File: src/rtl/mem_arbiter.sv
// mem_arbiter: shares one memory port between an instruction-fetch requester
// and a data requester. Data normally wins a collision. A starvation counter
// lets a waiting fetch through after STARVE_LIMIT consecutive data grants.
module mem_arbiter #(
  parameter int STARVE_LIMIT = 4
) (
  input  logic        clk,
  input  logic        rst,
  input  logic        i_req,
  input  logic [31:0] i_addr,
  output logic        i_valid,
  output logic [31:0] i_rdata,
  input  logic        d_req,
  input  logic        d_we,
  input  logic [31:0] d_addr,
  input  logic [31:0] d_wdata,
  output logic        d_valid,
  output logic [31:0] d_rdata,
  output logic        mem_en,
  output logic        mem_we,
  output logic [31:0] mem_addr,
  output logic [31:0] mem_wdata,
  input  logic [31:0] mem_rdata,
  input  logic        mem_ack
);

  typedef enum logic [1:0] {
    IDLE  = 2'd0,
    IBUSY = 2'd1,
    DBUSY = 2'd2
  } state_t;

  localparam logic [3:0] LIMIT = 4'(STARVE_LIMIT);

  state_t      r_state;
  state_t      w_state_next;
  logic        w_grant_i;
  logic        w_grant_d;
  logic [3:0]  r_starve_cnt;
  logic        r_mem_we;
  logic [31:0] r_mem_addr;
  logic [31:0] r_mem_wdata;
  logic [31:0] r_i_rdata;
  logic [31:0] r_d_rdata;
  logic        r_i_valid;
  logic        r_d_valid;

  // State register; reset drops any in-flight access at once.
  always_ff @(posedge clk or posedge rst) begin
    if (rst) begin
      r_state <= IDLE;
    end else begin
      r_state <= w_state_next;
    end
  end

  // Arbitration and next state: data wins unless the fetch has waited too long.
  always_comb begin
    w_state_next = r_state;
    w_grant_i    = 1'b0;
    w_grant_d    = 1'b0;
    case (r_state)
      IDLE: begin
        if (d_req && !(i_req && (r_starve_cnt == LIMIT))) begin
          w_grant_d    = 1'b1;
          w_state_next = DBUSY;
        end else if (i_req) begin
          w_grant_i    = 1'b1;
          w_state_next = IBUSY;
        end
      end
      IBUSY, DBUSY: begin
        if (mem_ack) begin
          w_state_next = IDLE;
        end
      end
      default: w_state_next = IDLE;
    endcase
  end

  // Starvation counter: counts data grants made while a fetch is waiting.
  always_ff @(posedge clk or posedge rst) begin
    if (rst) begin
      r_starve_cnt <= 4'd0;
    end else if (w_grant_d && i_req) begin
      if (r_starve_cnt < LIMIT) begin
        r_starve_cnt <= r_starve_cnt + 4'd1;
      end
    end else if (w_grant_i) begin
      r_starve_cnt <= 4'd0;
    end
  end

  // Memory command capture on grant, read-data capture and valid pulse on ack.
  always_ff @(posedge clk or posedge rst) begin
    if (rst) begin
      r_mem_we    <= 1'b0;
      r_mem_addr  <= 32'd0;
      r_mem_wdata <= 32'd0;
      r_i_rdata   <= 32'd0;
      r_d_rdata   <= 32'd0;
      r_i_valid   <= 1'b0;
      r_d_valid   <= 1'b0;
    end else begin
      r_i_valid <= (r_state == IBUSY) && mem_ack;
      r_d_valid <= (r_state == DBUSY) && mem_ack;
      if (w_grant_d) begin
        r_mem_addr  <= d_addr;
        r_mem_we    <= d_we;
        r_mem_wdata <= d_wdata;
      end else if (w_grant_i) begin
        r_mem_addr <= i_addr;
        r_mem_we   <= 1'b0;
      end
      if ((r_state == IBUSY) && mem_ack) begin
        r_i_rdata <= mem_rdata;
      end
      // Writes complete without touching the last read value.
      if ((r_state == DBUSY) && mem_ack && !r_mem_we) begin
        r_d_rdata <= mem_rdata;
      end
    end
  end

  assign mem_en    = (r_state != IDLE);
  assign mem_we    = r_mem_we;
  assign mem_addr  = r_mem_addr;
  assign mem_wdata = r_mem_wdata;
  assign i_valid   = r_i_valid;
  assign i_rdata   = r_i_rdata;
  assign d_valid   = r_d_valid;
  assign d_rdata   = r_d_rdata;

endmodule
File: config.mk
export PLATFORM = sky130hd
export DESIGN_NAME = mem_arbiter
export DESIGN_NICKNAME = d
export VERILOG_FILES = /design/src/rtl/mem_arbiter.sv
export SDC_FILE = /design/constraint.sdc
export NUM_CORES = 1
export LEC_CHECK = 0
export BUFFER_PORTS_ARGS = -buffer_cell sky130_fd_sc_hd__buf_2
export CORE_AREA = 2 2 113 115
export CTS_CLUSTER_DIAMETER = 200
export DETAILED_ROUTE_END_ITERATION = 7
export DIE_AREA = 0 0 115 117
export PLACE_DENSITY_LB_ADDON = 0.3
export SLEW_MARGIN = 15
export SYNTH_ARGS = -nofsm -noshare
export SYNTH_HDL_FRONTEND = slang
export SYNTH_SLANG_ARGS = --single-unit
export TNS_END_PERCENT = 1
File: constraint.sdc
create_clock -name clk -period 4.4 [get_ports clk]
set_input_delay 0.44 -clock clk [delete_from_list [all_inputs] [get_ports clk]]
set_output_delay 0.44 -clock clk [all_outputs]
set_load 0.1 [all_outputs]
==> results.ini <==
[detailed_routing]
wl_um = 13200
drt_iter0_drc = 265
postRouteAntennaNets = 0
drt_pass1_iterations = 4
remaining_drc_errors = 0
viasPerCell = 4.83
num_vias = 4452
drt-wirelength-per-cell_um = 14.3

[placement]
io_buffers = 265
gp_congestion = 0.755
dpl.hpwl_um = 9460
dpl_worst_slack_ps = 2090

[logic_synthesis]
synth_warnings = 0
synth_fp_nets = 637
async_flop_share_pct = 100
synthTopCellsByCount = 155 x nand2_1, 137 x dfrtp_1, 64 x mux2_2, 37 x nor2_1, 32 x a31oi_1
netlist_instances = 498
synth.distinct_cells = 27
synth_top_area_share_pct = 62.0
synth-main-ff-cell = dfrtp_1
post-synth-top-area-cell = dfrtp_1
ys_seq_area_share_pct = 62.0
syn_avg_cell_area_um2 = 11.1
synth_area_mm2 = 0.00553
synth-edff-count = 0
yosysMostFrequentCell = nand2_1
ys_top_cells_by_area = dfrtp_1 62%, mux2_2 13%, nand2_1 11%, a31oi_1 3.6%, nor2_1 2.5%
synth-seq-cells = 137

[timing]
slew_viol_final = 0
finalHoldViolations = 0
slew_headroom_pct = 34.0
setup_violations = 0
rsz0062_at_grt = false
finalCriticalPeriod_ps = 2300
fmax_ghz = 0.434
fin_setup_tns_ps = 0
worst_slew_pin_slew_ps = 990
timing.final.crit_share_pct = 52.4
fin_ws_ps = 2100
clock_skew_ps = 9.18

[global_routing]
antenna_found_initial = 0
grt_overflow = 0
grt_pass1_vias = 4178
grt_pass1_wl_um = 20100
grt_usage_pct = 19.2
grt_max_degree = 114

[cts]
h-tree-depth = 4
root_buffer = clkbuf_16
hold_buffers = 0
clkTransAtPathRegs_ps = 60
post-cts-setup-buffer-count = 0
cts_buffers = 17
post_cts_resize_count = 0
cts_tree = done
clk_latency_ps = 410
cts.sinks = 137
clock_path_buffers = 2

[floorplanning]
die_h_um = 117
core_mm2 = 0.0123
initial_core_util_pct = 44.9
rows = 41
io_pins = 266
fp.dieW_um = 115
die_area_mm2 = 0.0135

[final_layout]
diodes = 0
syn_to_final_growth_pct = 36.8
nNetsFinal = 899
n_fill_cell = 1017
layout-drive-gt1-share_pct = 49.2

[hold_path]
hp-class = in2reg

[worst_setup_path]
crit_slowest_cell = and3_2
worstSetupStartpointType = flip-flop
path_delay_family = simple AND/OR/NAND/NOR gates
crit_path_end_kind = flip-flop
crit_fanout = 36
max_stage_delay_ps = 650
critical_path_required_ps = 4730
reg2reg_slack_ps = 2100
worstSetupPathType = reg2reg
arrival_ps = 2630
crit_chain = inv_1 -> ha_1 -> nand4b_1 -> and3_2 -> buf_4 -> nand2_1 -> a31oi_1
path_buf_inv = 2

[run_status]
status = complete, no violations

[flow_run]
cap_violations = 0

## metal layers
layer	wire, um	vias up	track usage (%)
met2	6310	201	31.6
met5	0	-	0
met3	1090	14	6.64
li1	-	2167	-
met1	5590	2070	23.5
met4	195	0	7.47
## placed cells by master (no fill, tap or decap)
cell / Yosys / routed
nand4b_1: 1 / 1
nand3b_1: 1 / 1
o21a_1: 1 / 1
nand2_2: 10 / 10
mux2_2: 64 / 64
a21oi_1: 1 / 1
dfrtp_1: 137 / 137
mux2i_1: 2 / 2
nor2b_1: 2 / 2
o21ai_0: 5 / 5
nand2_1: 155 / 155
ha_1: 5 / 5
inv_6: 0 / 1
nor3_1: 1 / 1
nand3_1: 4 / 3
nand2b_1: 1 / 1
bufinv_16: 0 / 3
buf_2: 16 / 265
nor2_1: 37 / 36
and3_2: 0 / 1
and2_1: 1 / 1
a31oi_1: 32 / 32
nor3b_1: 1 / 1
nand3_2: 0 / 1
clkbuf_16: 0 / 17
nor2_4: 0 / 1
clkinv_2: 0 / 3
clkbuf_8: 0 / 3
buf_12: 0 / 1
buf_4: 3 / 5
clkinvlp_4: 0 / 2
clkinv_4: 0 / 3
inv_1: 8 / 7
## sequential cells by signal (all words and copies together) (netlist names)
register      flops
d_valid           1
mem_addr         32
i_valid           1
mem_wdata        32
i_rdata          32
d_rdata          32
r_starve_cnt      4
mem_we            1
r_state           2
## stage by stage
stage	area [um^2]	util, %	cells	hold slack, ps
CTS	7550	61.3	921	203
global route	7570	61.5	922	208
finish	7570	61.5	922	218
floorplan	5530	-	498	492
global placement	6930	56.3	890	455
detailed placement	6930	56.3	890	457
## worst min-delay path: stages
cell     delay [ps]
buf_2            70
nand2_1          40
nand2_1          40
## worst paths after layout
kind,startpoint,endpoint,depth (start not counted)
max,r_starve_cnt[0]$_DFFE_PP0P_,mem_addr[27]$_DFFE_PP0P_,7
min,d_wdata[2],mem_wdata[2]$_DFFE_PP0N_,3
max reg2reg,r_starve_cnt[0]$_DFFE_PP0P_,mem_addr[27]$_DFFE_PP0P_,7
min reg2reg,mem_wdata[29]$_DFFE_PP0N_,mem_wdata[29]$_DFFE_PP0N_,2
max in group asynchronous,rst,mem_addr[15]$_DFFE_PP0P_,3
min in group asynchronous,rst,mem_wdata[17]$_DFFE_PP0N_,2
## kinds of logic (layout without fill, tap and decap cells)
family	after synthesis	count (layout)	share of synthesized area [%]
adders and majority gates	5	5	1.13
muxes	66	66	13.4
and+or+nand+nor	215	215	15.6
AOI/OAI and AO/OA	39	39	4.30
buffers and inverters	36	310	3.57
DFF	137	137	62.0
## layout make-up
class	count	area, um^2	area share, %
Clock inverter	11	146	1.93
Multi-Input combinational cell	325	1920	25.4
Clock buffer	20	467	6.17
Sequential cell	137	3430	45.3
Inverter	8	35.0	0.463
Timing Repair Buffer	271	1380	18.3
Tap cell	150	188	2.48
Power is left out: the tool's default activity adds up to more than one toggle a clock period on the data nets, which glitch-free logic cannot reach.
